## config.mk

```make
export PLATFORM = sky130hd
export DESIGN_NAME = serial_pair_tx
export DESIGN_NICKNAME = d
export VERILOG_FILES = /design/src/rtl/serial_pair_tx_pkg.sv /design/src/rtl/serial_pair_tx_bclk_gen.sv /design/src/rtl/serial_pair_tx.sv
export SDC_FILE = /design/constraint.sdc
export NUM_CORES = 1
export LEC_CHECK = 0
export BUFFER_PORTS_ARGS = -buffer_cell sky130_fd_sc_hd__buf_2
export CAP_MARGIN = 40
export CORE_MARGIN = 2
export CORE_UTILIZATION = 55
export CTS_BUF_LIST = sky130_fd_sc_hd__clkbuf_16
export DETAILED_ROUTE_END_ITERATION = 8
export PLACE_DENSITY_LB_ADDON = 0.08
export SLEW_MARGIN = 20
export SYNTH_ARGS = -nofsm -noshare
export SYNTH_HDL_FRONTEND = slang
export SYNTH_SLANG_ARGS = --single-unit
```

## constraint.sdc

```tcl
create_clock -name clk -period 5.1 [get_ports clk]
set_clock_uncertainty 0.15 [all_clocks]
set_input_delay 0.765 -clock clk [delete_from_list [all_inputs] [get_ports clk]]
set_output_delay 0.765 -clock clk [all_outputs]
set_load 0.01 [all_outputs]
```

## src/rtl/serial_pair_tx_pkg.sv

```systemverilog
// Shared types and helpers for the serial pair transmitter (package serial_pkg).
// Channel encoding matches the lrclk level: 0 = left slot, 1 = right slot.
package serial_pkg;

  typedef enum logic {
    CH_LEFT  = 1'b0,
    CH_RIGHT = 1'b1
  } ch_t;

  // Bits needed for a counter that runs 0..n-1, never less than one.
  function automatic int cnt_w(input int n);
    return (n <= 2) ? 1 : $clog2(n);
  endfunction

endpackage

```

## src/rtl/serial_pair_tx_bclk_gen.sv

```systemverilog
// Bit-clock divider: bclk toggles every BCLK_DIV clk cycles, with one-clk
// strobes asserted in the cycle whose edge produces the rise or the fall.
module bclk_gen
  import serial_pkg::*;
#(
  parameter int BCLK_DIV = 4
) (
  input  logic clk,
  input  logic rst,
  output logic bclk,
  output logic rise_stb,
  output logic fall_stb
);

  localparam int                W_DIV   = cnt_w(BCLK_DIV);
  localparam logic [W_DIV-1:0]  DIV_END = W_DIV'(BCLK_DIV - 1);

  logic [W_DIV-1:0] div_cnt;
  logic             tc;

  assign tc = (div_cnt == DIV_END);

  always_ff @(posedge clk) begin
    if (rst) begin
      div_cnt <= '0;
      bclk    <= 1'b0;
    end else if (tc) begin
      div_cnt <= '0;
      bclk    <= ~bclk;
    end else begin
      div_cnt <= div_cnt + 1'b1;
    end
  end

  // Strobes lead the bclk register by one edge so that consumers update
  // their registers on the very edge that moves bclk.
  assign rise_stb = tc && !bclk && !rst;
  assign fall_stb = tc &&  bclk && !rst;

endmodule

```

## src/rtl/serial_pair_tx.sv

```systemverilog
// Parallel operand pair to two-lane I2S-framed serial source (MSB first,
// one bclk delay after each lrclk edge). Build option SERIAL_PAIR_TX_HOLD_EN
// repeats the previous word pair on underrun instead of sending zeros.
module serial_pair_tx
  import serial_pkg::*;
#(
  parameter int W_DATA   = 32,
  parameter int W_SLOT   = 64,
  parameter int BCLK_DIV = 4
) (
  input  logic              clk,
  input  logic              rst,
  input  logic              in_valid,
  output logic              in_ready,
  input  logic [W_DATA-1:0] in_a,
  input  logic [W_DATA-1:0] in_b,
  output logic              bclk,
  output logic              lrclk,
  output logic              out_a,
  output logic              out_b,
  output logic              underrun
);

  localparam int               W_BIT  = cnt_w(W_SLOT);
  localparam logic [W_BIT-1:0] K_END  = W_BIT'(W_SLOT - 1);
  localparam logic [W_BIT-1:0] K_ONE  = W_BIT'(1);
  localparam logic [W_BIT-1:0] K_LAST = W_BIT'(W_DATA);

  if (W_DATA < 2) begin : g_chk_data
    $error("serial_pair_tx: W_DATA must be >= 2");
  end
  if (W_SLOT < W_DATA + 1) begin : g_chk_slot
    $error("serial_pair_tx: W_SLOT must be >= W_DATA + 1");
  end
  if (BCLK_DIV < 1) begin : g_chk_div
    $error("serial_pair_tx: BCLK_DIV must be >= 1");
  end

  logic              rise_stb;
  logic              fall_stb;
  logic              unused_rise;
  ch_t               ch;
  logic [W_BIT-1:0]  bit_cnt;
  logic [W_BIT-1:0]  k_next;
  logic              load_stb;
  logic              xfer;
  logic              hold_full;
  logic [W_DATA-1:0] hold_a;
  logic [W_DATA-1:0] hold_b;
  logic [W_DATA-1:0] sh_a;
  logic [W_DATA-1:0] sh_b;
  logic [W_DATA-1:0] load_a;
  logic [W_DATA-1:0] load_b;

  bclk_gen #(
    .BCLK_DIV (BCLK_DIV)
  ) u_bclk_gen (
    .clk      (clk),
    .rst      (rst),
    .bclk     (bclk),
    .rise_stb (rise_stb),
    .fall_stb (fall_stb)
  );

  // Nothing in the framing reacts to the rising edge.
  assign unused_rise = rise_stb;

  assign k_next   = (bit_cnt == K_END) ? '0 : bit_cnt + 1'b1;
  assign load_stb = fall_stb && (k_next == K_ONE);
  assign in_ready = !hold_full && !rst;
  assign xfer     = in_valid && in_ready;
  assign lrclk    = ch;

`ifdef SERIAL_PAIR_TX_HOLD_EN
  logic [W_DATA-1:0] last_a;
  logic [W_DATA-1:0] last_b;

  always_ff @(posedge clk) begin
    if (rst) begin
      last_a <= '0;
      last_b <= '0;
    end else if (load_stb && hold_full) begin
      last_a <= hold_a;
      last_b <= hold_b;
    end
  end

  always_comb begin
    load_a = last_a;
    load_b = last_b;
    if (hold_full) begin
      load_a = hold_a;
      load_b = hold_b;
    end
  end
`else
  always_comb begin
    load_a = '0;
    load_b = '0;
    if (hold_full) begin
      load_a = hold_a;
      load_b = hold_b;
    end
  end
`endif

  // Holding register: freed on the load edge, so a new word can only land
  // from the following clk onwards and then waits for the next slot.
  always_ff @(posedge clk) begin
    if (rst) begin
      hold_full <= 1'b0;
      hold_a    <= '0;
      hold_b    <= '0;
    end else if (load_stb && hold_full) begin
      hold_full <= 1'b0;
    end else if (xfer) begin
      hold_full <= 1'b1;
      hold_a    <= in_a;
      hold_b    <= in_b;
    end
  end

  always_ff @(posedge clk) begin
    if (rst) begin
      ch       <= CH_RIGHT;
      bit_cnt  <= K_END;
      sh_a     <= '0;
      sh_b     <= '0;
      out_a    <= 1'b0;
      out_b    <= 1'b0;
      underrun <= 1'b0;
    end else begin
      underrun <= 1'b0;
      if (fall_stb) begin
        bit_cnt <= k_next;
        if (k_next == '0) begin
          ch <= (ch == CH_LEFT) ? CH_RIGHT : CH_LEFT;
        end
        // The MSB leaves on the load edge itself, straight from the new word.
        if (load_stb) begin
          out_a    <= load_a[W_DATA-1];
          out_b    <= load_b[W_DATA-1];
          sh_a     <= {load_a[W_DATA-2:0], 1'b0};
          sh_b     <= {load_b[W_DATA-2:0], 1'b0};
          underrun <= !hold_full;
        end else if ((k_next != '0) && (k_next <= K_LAST)) begin
          out_a <= sh_a[W_DATA-1];
          out_b <= sh_b[W_DATA-1];
          sh_a  <= {sh_a[W_DATA-2:0], 1'b0};
          sh_b  <= {sh_b[W_DATA-2:0], 1'b0};
        end else begin
          out_a <= 1'b0;
          out_b <= 1'b0;
        end
      end
    end
  end

endmodule

```

# --- Word-level counts from Yosys, hierarchy flattened ---
# Cells that the tools add are included.
totals:
  output_inout_bits: 6
  inputBits: 67
  ff_bits: 142
  wordCells: 52
op_classes:
  n_mux: 12
  eq_ne: 3
  n_addsub: 2
  reduce_logical: 18
  n_lt_le_gt_ge: 1
  bitwise: 4
ops:
  columns: ["operator", "count"]
  rows:
  - ["2-to-1 mux 32 bit", 6]
  - ["logical AND 1 bit", 7]
  - ["adder 6 x 1 -> 6 bit (second input constant)", 1]
  - ["equality test 6 x 1 -> 1 bit (second input constant)", 1]
  - ["equality test 6 bit (second input constant)", 1]
  - ["<= comparator 6 bit (second input constant)", 1]
  - ["logical NOT 6 bit", 1]
  - ["2-to-1 mux 6 bit", 1]
  - ["AND reduction 2 bit", 3]
  - ["nonzero test 6 bit", 1]
  - ["2-to-1 mux 1 bit", 5]
  - ["NOT 1 bit", 4]
  - ["OR reduction 2 bit", 2]
  - ["OR reduction 3 bit", 1]
  - ["adder 2 x 1 -> 2 bit (second input constant)", 1]
  - ["equality test 2 bit (second input constant)", 1]
  - ["logical NOT 1 bit", 2]
  - ["nonzero test 2 bit", 1]

# --- Depth between registers and ports, before layout ---
# Gate-level depths: netlist (run 1).
logic_depth:
  depth_word: 7
  ltp_mapped: 9
  ltp_nobuf: 6

# --- By module ---
# Synthesis (run 1) repeated with hierarchy kept, for this count alone.
unflattened:
  cells_unflattened: 634
  area_unflattened_um2: 5606.6
by_module_without_submodules:
  columns: ["mod", "seq_area_each_um2", "area_each_um2", "instances", "cells_per_inst"]
  rows:
  - ["serial_pair_tx", 2742.6, 5491.5, 1, 624]
  - ["bclk_gen", 60.1, 115.1, 1, 10]

# --- Worst setup path after synthesis (run 1) ---
# Ideal clock, no wire load.
synth_path:
  kind: "register to register"
  start: "register bit_cnt[0]"
  end: "register sh_a[2]"
  setup_slack_ns: 2.773
  setup_time_ns: 0.119
  stages_incl_launch_ff: 9
  arrival_ns: 2.058
  synth_period_minus_slack_ns: 2.327
  path_buffers: 2
  required_ns: 4.831
  path_cell_list: "dfxtp_1 > ha_1 > buf_4 > and2_4 > a41oi_2 > mux2i_1 > o211ai_4 > buf_6 > o221a_1"
synth_between:
  elab_chain_len: 6
  elab_cells_between_ends: 11
  classes_between: "add/sub (1); order compare (1); eq/ne (2); mux (2); reduce/logical (5)"
synth_rtl:
  columns: ["item", "line_no", "rtl"]
  rows:
  - ["from (decl)", "serial_pair_tx.sv:43", "logic [W_BIT-1:0] bit_cnt;"]
  - ["from (signal assigned)", "serial_pair_tx.sv:135", "bit_cnt <= k_next;"]
  - ["adder 6 x 1 -> 6 bit / equality test 6 bit (equally long branches)", "serial_pair_tx.sv:68", "assign k_next = (bit_cnt == K_END) ? '0 : bit_cnt + 1'b1;"]
  - ["2-to-1 mux 6 bit *", "serial_pair_tx.sv:68", null]
  - ["<= comparator 6 bit, or another cell as far along", "serial_pair_tx.sv:146", "end else if ((k_next != '0) && (k_next <= K_LAST)) begin"]
  - ["logical AND 1 bit, on equally long branches", "serial_pair_tx.sv:146, serial_pair_tx.sv:69", null]
  - ["nonzero test 2 bit (no source line)", null, null]
  - ["AND reduction 2 bit (no source line)", null, null]
  - ["to (signal assigned)", "serial_pair_tx.sv:143", "sh_a <= {load_a[W_DATA-2:0], 1'b0};"]
  - ["to (signal assigned)", "serial_pair_tx.sv:149", "sh_a <= {sh_a[W_DATA-2:0], 1'b0};"]
  - ["to (decl)", "serial_pair_tx.sv:50", "logic [W_DATA-1:0] sh_a;"]
# Every way passes the cells marked *; elsewhere a longest branch is shown, timed or not.
# A chain may end at the register's enable or synchronous reset.

# --- Worst setup path after layout (run 1) ---
layout_path:
  start: "register bit_cnt[0]"
  end: "register sh_b[7]"
layout_between:
  elab_chain_len: 6
  elab_cells_between_ends: 11
  classes_between: "add/sub (1); order compare (1); eq/ne (2); mux (2); reduce/logical (5)"
layout_rtl:
  columns: ["item", "line_no", "rtl"]
  rows:
  - ["adder 6 x 1 -> 6 bit / equality test 6 bit (equally long branches)", "serial_pair_tx.sv:68", null]
  - ["2-to-1 mux 6 bit *", "serial_pair_tx.sv:68", null]
  - ["<= comparator 6 bit, or another cell as far along", "serial_pair_tx.sv:146", null]
  - ["logical AND 1 bit, on equally long branches", "serial_pair_tx.sv:146, serial_pair_tx.sv:69", null]
  - ["nonzero test 2 bit (no source line)", null, null]
  - ["AND reduction 2 bit (no source line)", null, null]
  - ["to (signal assigned)", "serial_pair_tx.sv:144", "sh_b <= {load_b[W_DATA-2:0], 1'b0};"]
  - ["to (signal assigned)", "serial_pair_tx.sv:150", "sh_b <= {sh_b[W_DATA-2:0], 1'b0};"]
  - ["to (decl)", "serial_pair_tx.sv:51", "logic [W_DATA-1:0] sh_b;"]
# Marks and branches as above.

==> results of run 1 <==
[per-stage QoR]
stage                     utilization [%]  total power [mW]  std cells  setup slack [ns]
final                                62.9              2.31        907              1.94
after detailed placement             58.5              1.33        880              1.93
after global routing                 62.9              2.40        907              1.74
after CTS                            62.6              2.33        906              1.90
after global placement               58.4              1.32        879              2.00
after floorplan                         -              1.28        729              2.77
[logic make-up after synthesis]
| family | after synthesis | share of synthesized area (%) |
|---|---|---|
| AO/OA/AOI/OAI | 209 | 26.7 |
| XOR/XNOR | 6 | 0.820 |
| adder cells (fa/ha/maj) | 4 | 0.781 |
| buffers and inverters | 73 | 5.92 |
| flip-flops | 140 | 43.7 |
| multiplexers | 3 | 0.488 |
| AND/OR/NAND/NOR | 294 | 21.6 |
[sequential cells by signal, summed over array words and instances (netlist names)]
| register | cells |
|---|---|
| out_b | 1 |
| hold_a | 32 |
| out_a | 1 |
| sh_a | 31 |
| hold_b | 32 |
| u_bclk_gen.bclk | 1 |
| sh_b | 31 |
| bit_cnt | 6 |
| underrun | 1 |
| lrclk | 1 |
| hold_full | 1 |
| u_bclk_gen.div_cnt | 2 |
[synth_stat cells (all sizes together), types with 2 or more instances]
library cell and number:
xnor2 4, nand2b 71, a21oi 2, o211ai 3, nor3 2, buf 30, a221o 2, inv 2
nand3 9, clkbuf 41, dfxtp 140, nand4 2, a211o 2, xor2 2, nand3b 2, a31oi 2
and3 4, o21ai 67, mux2i 2, ha 4, a211oi 63, nand2 128, a311oi 3, nor2 69
o221a 60, and2 3
[layer usage]
metal / share of wire [%] / wire length, um
met1: 48 / 6430
met2: 47 / 6280
met3: 3.4 / 449
met4: 1.6 / 211
met5: 0 / 0
[worst max path at each step]
stage          slack (ns)       start  cells after the start        to
2_1_floorplan        2.77  bit_cnt[0]                      8   sh_a[2]
3_3_place_gp         2.00         rst                      6  sh_b[17]
3_5_place_dp         1.93  bit_cnt[0]                      7  sh_b[15]
4_1_cts              1.90  bit_cnt[0]                      7  sh_b[15]
5_1_grt              1.74  bit_cnt[0]                      7  sh_b[22]
6_report             1.94  bit_cnt[0]                      7   sh_b[7]
[layout make-up]
cell class / instances / area [um^2] / share of cell area, %
timing repair buffer: 80 / 455 / 6.37
multi-input combinational: 516 / 3240 / 45.3
sequential: 140 / 2800 / 39.2
inverter: 2 / 7.51 / 0.105
clock buffer: 17 / 425 / 5.95
tap: 143 / 179 / 2.50
clock inverter: 9 / 38.8 / 0.543
[report_power, final]
group,switching (mW),internal (mW)
Combinational,0.0872,0.0597
Clock,0.415,0.589
Sequential,0.0223,1.13
Total,0.524,1.78
==> summary.txt, run 1 <==
status = finished, final reports clean
CP max-delay cell = nand3_2
CP Launch Type = flop
Post-DRT Antenna Nets = 0
# resized after CTS = 0
hold-critical path depth = 1
Overflow after GRT = 0
max-cap viol count = 0
reg2reg start = bit_cnt[0]
Post-synth EDFFs = 0
area share of the largest cell type after synthesis = 43.7%
top_reg_cell synth = dfxtp_1
drt wl/cell = 14.7 um
Post-CTS Setup Inserts = 0
FMAX = 316 MHz
most frequent cells in the layout = dfxtp_1, nand2_1, buf_2
# DRC = 0
kind of path behind the tightest hold check = flop to flop
hold buffer count at CTS = 0
DP HPWL = 7960 um
final hold vios = 0
WHS = 0.275 ns
most common cell after layout, fill and taps aside = dfxtp_1
H-tree Lvls = 4
Fillers = 967
RSZ-0062 raised after global routing = false
Fin Setup TNS = 0 ns
syn nets = 800
clock insertion delay at the later pin of the skew report = 0.42 ns
first-pass GRT wire length = 23000 um
yosys warns = 0
critical path endpoint category = flop
Post-Synthesis Cells = 729
Layout Nets = 828
met3 Track Usage GR = 5.99%
area leader, netlist = dfxtp_1
Core Region = 11400 um^2
Cell Rows = 39
Die W = 112 um
sequential fraction of the synthesis area = 43.7%
CP max stage delay = 0.53 ns
CP bufs+invs = 1
die area = 12500 um^2
PwrDens = 323 nW/um^2
crit-path cells = ha_1 -> and2_4 -> a41o_1 -> a221o_1 -> nand3_2 -> buf_4 -> o221a_1
Hold Path Sink = u_bclk_gen.div_cnt[0]
largest net degree at the start of global routing = 89
crit path kind = flop to flop
routed wire length = 13400 um
clock slew at reported path FFs = 0.05 ns
DP Area = 6660 um^2
delay-heaviest family, CP = simple AND/OR/NAND/NOR gates
RePlAce Congestion = 0.868
total inserted antenna cells = 0
final setup violation count = 0
vias per cell = 5.66
finished layout cell area = 7150 um^2
Die H = 112 um
Root Driver = clkbuf_16
Cell variety after synth = 48
Pleak = 2.44 nW
Vias = 5131
port bufs = 72
R2R depth = 7
crit path DAT = 3.30 ns
startpoint of the worst hold path = u_bclk_gen.div_cnt[0]
Reg2Reg Setup Slack = 1.94 ns
Worst VDD drop = 355 uV
Min Clock Period, post-route = 3.16 ns
Synth Register Bits = 140
DR iter-0 viols = 395
Slew headroom = 48.4%
vias in the first global route = 4868
CTS buffer count = 17
CTS tree = yes
worst path required time = 5.24 ns
Least-Margin Pin Slew = 0.774 ns
max-slew violations = 0
synthesized area = 6410 um^2
synth top area cells = dfxtp_1, o221a_1, nand2_1
drt first pass iters = 5
CTS Sinks = 140
Crit Reg-Reg Endpoint = sh_b[7]
layout cell share with drive strength beyond 1 = 15.6%
initial antenna violation count = 0
Synth Area per Inst = 8.79 um^2
initial core utilization = 56.4%
global route hottest layer = met2
met1 Usage GRT = 29.2%
Final period util = 62.0%
clk buf depth = 2
GRT met2 Usage = 35.6%
overall routing resource usage = 22.1%
Area growth, synth to finish = 11.5%
Max Fanout on Critical Path = 32
Ports = 73
Async SR Flop Fraction = 0%
Power figures use the tool's default switching activity.
==> run 2, diff against run 1 <==
- ABC_AREA: default -> 1
- CORE_UTILIZATION: 55 -> 53
- clock period: 5.1 -> 2.7 ns (I/O delays scaled with it)
==> run 2 against run 1 <==
Register-to-register slack worse by 1.6 ns. First-iteration DRC count down 9.9%. Routed wire length shrank 3.6%. Worst setup slack worse by 1.6 ns. Critical path depth up 6. Worst hold slack worse by 0.24 ns. Sequential share of layout area down 1.2 points. Maximum frequency rose by 31%. Combinational power up 73%. Global-route usage fell by 1.3 points. Die area increased by 1.6%. Largest cell class unchanged.
==> summary.txt, run 2 <==
Cell variety after synth = 29 (-40%)
most frequent cell after synthesis = nand2_1
Pleak = 3.78 nW (+55%)
Overflow after GRT = 0 (unchanged)
Cell Rows = 39 (unchanged)
Core Region = 11500 um^2 (+0.86%)
critical path endpoint category = flop
clock slew at reported path FFs = 0.06 ns (about the same)
port bufs = 72 (unchanged)
DP Area = 6730 um^2 (+1.2%)
layout cell share with drive strength beyond 1 = 12.2% (-3.3 points)
max-slew violations = 0 (unchanged)
Synth Area per Inst = 6.51 um^2 (-26%)
Max Fanout on Critical Path = 40 (+25%)
RePlAce Congestion = 0.868 (about the same)
top_reg_cell synth = dfxtp_1
final setup violation count = 0 (unchanged)
max-cap viol count = 0 (unchanged)
status = finished, final reports clean
Post-synth EDFFs = 0 (unchanged)
Min Clock Period, post-route = 2.41 ns (-0.753 ns)
# DRC = 0 (unchanged)
most common cell after layout, fill and taps aside = nand2_1
first-pass GRT wire length = 22100 um (-4.0%)
Area growth, synth to finish = 17.5%
Root Driver = clkbuf_16
Die H = 113 um (+0.78%)
final core occ = 64.3% (+1.4 points)
final hold vios = 0 (unchanged)
Die W = 113 um (+0.78%)
Final period util = 89.2% (+27 points)
CTS tree = yes
Post-CTS Setup Inserts = 0 (unchanged)
area leader, netlist = dfxtp_1
yosys warns = 0 (unchanged)
Post-DRT Antenna Nets = 0 (unchanged)
worst path required time = 2.86 ns (-2.38 ns)
Async SR Flop Fraction = 0% (unchanged)
total inserted antenna cells = 0 (unchanged)
synth top area cells = dfxtp_1, nand2_1, nor2_1
Synth Register Bits = 140 (unchanged)
Ports = 73 (unchanged)
finished layout cell area = 7370 um^2 (+3.1%)
overall routing resource usage = 20.8% (-1.3 points)
drt first pass iters = 5 (unchanged)
Layout Nets = 1079 (+30%)
H-tree Lvls = 4 (unchanged)
largest net degree at the start of global routing = 77 (-13%)
DP HPWL = 7720 um (-3.1%)
synthesized area = 6270 um^2 (-2.1%)
kind of path behind the tightest hold check = input pin to flop
top post-synthesis cells by count = nand2_1, dfxtp_1, nor2_1, inv_1, nand3_1
initial core utilization = 54.7% (-1.6 points)
most frequent cells in the layout = nand2_1, dfxtp_1, nor2_1
CTS Sinks = 140 (unchanged)
Post-Synthesis Cells = 964 (+32%)
drt wl/cell = 11.1 um (-25%)
sequential fraction of the synthesis area = 44.7% (+0.92 points)
vias in the first global route = 5029 (+3.3%)
initial antenna violation count = 0 (unchanged)
syn nets = 1035 (+29%)
Worst VDD drop = 508 uV (+43%)
clock insertion delay at the later pin of the skew report = 0.41 ns (about the same)
largest registers = hold_a: 32 flops, hold_b: 32 flops
hold buffer count at CTS = 0 (unchanged)
Fin Setup TNS = 0 ns (unchanged)
area share of the largest cell type after synthesis = 44.7% (+0.92 points)
crit path kind = flop to flop
PwrDens = 671 nW/um^2 (+110%)
CP Launch Type = flop
Slew headroom = 64.4% (+16 points)
DR iter-0 viols = 356 (-9.9%)
RSZ-0062 raised after global routing = false
FMAX = 415 MHz (+31%)
Vias = 5546 (+8.1%)
routed wire length = 12900 um (-3.6%)
crit path DAT = 2.57 ns (-0.73 ns)
clk buf depth = 2 (unchanged)
vias per cell = 4.76 (-16%)
die area = 12700 um^2 (+1.6%)
CTS buffer count = 17 (unchanged)
Least-Margin Pin Slew = 0.534 ns (-0.240 ns)
run 2: timing repair:
| action | in CTS | in global routing |
|---|---|---|
| resized for setup | 0 | 1 |
| hold endpoints to repair | 0 | 0 |
| setup endpoints to repair | 0 | 10 |
run 2: worst paths after layout:
| kind | startpoint | end | slack [ns] | cells after the start |
|---|---|---|---|---|
| max | bit_cnt[1] | sh_b[18] | 0.29 | 13 |
| max reg2reg | bit_cnt[1] | sh_b[18] | 0.29 | 13 |
| min | in_a[5] | hold_a[5] | 0.03 | 3 |
| min reg2reg | u_bclk_gen.div_cnt[0] | u_bclk_gen.div_cnt[0] | 0.28 | 1 |
run 2: cell families after synthesis:
kind of cell	after synthesis	share of synthesized area (%)
simple gates	601	38.1
flops	140	44.7
buf+inv	139	9.61
compound gates	80	6.82
fa+ha+maj	4	0.798
run 2: stage by stage:
step,worst slack (ns),power (mW),cells,hold slack [ns]
final,0.292,4.94,1164,0.0338
after global routing,0.00289,5.12,1164,0.0336
after CTS,0.265,4.99,1164,0.0215
after detailed placement,0.297,2.50,1132,0.268
after global placement,0.372,2.50,1132,0.265
after floorplan,0.638,2.39,964,0.254
run 2: layout make-up:
cell class,count,area (um^2)
Fill cell,1052,4100
Timing Repair Buffer,87,573
Multi-Input combinational cell,685,2900
Inverter,77,292
Clock inverter,15,203
Tap cell,143,179
Sequential cell,140,2800
Clock buffer,17,425
run 2: where the power goes:
part	internal, mW	total [mW]	switching, mW
registers	2.15	2.21	0.0544
clock network	1.62	2.48	0.862
logic	0.0996	0.254	0.154
run 2: worst max-delay path, cell delays in order, from the launching register on:
cell and delay [ns]:
dfxtp_1 0.40, ha_1 0.22, nand2_1 0.09, nor2_2 0.14
nand2_1 0.11, a21oi_2 0.22, nand3_1 0.11, nand2_1 0.14
nand2_1 0.15, nand2_8 0.19, buf_12 0.22, nand2_1 0.07
nand2_1 0.07, nor2_1 0.04
run 2: routing by layer:
metal,global-route usage (%),part of all wire (%),vias up,routed length [um]
li1,-,-,3044,-
met2,35.8,47,99,6070
met3,5.84,4.0,12,512
met4,5.20,1.1,0,143
met1,25.9,48,2391,6170
met5,0,0,-,0
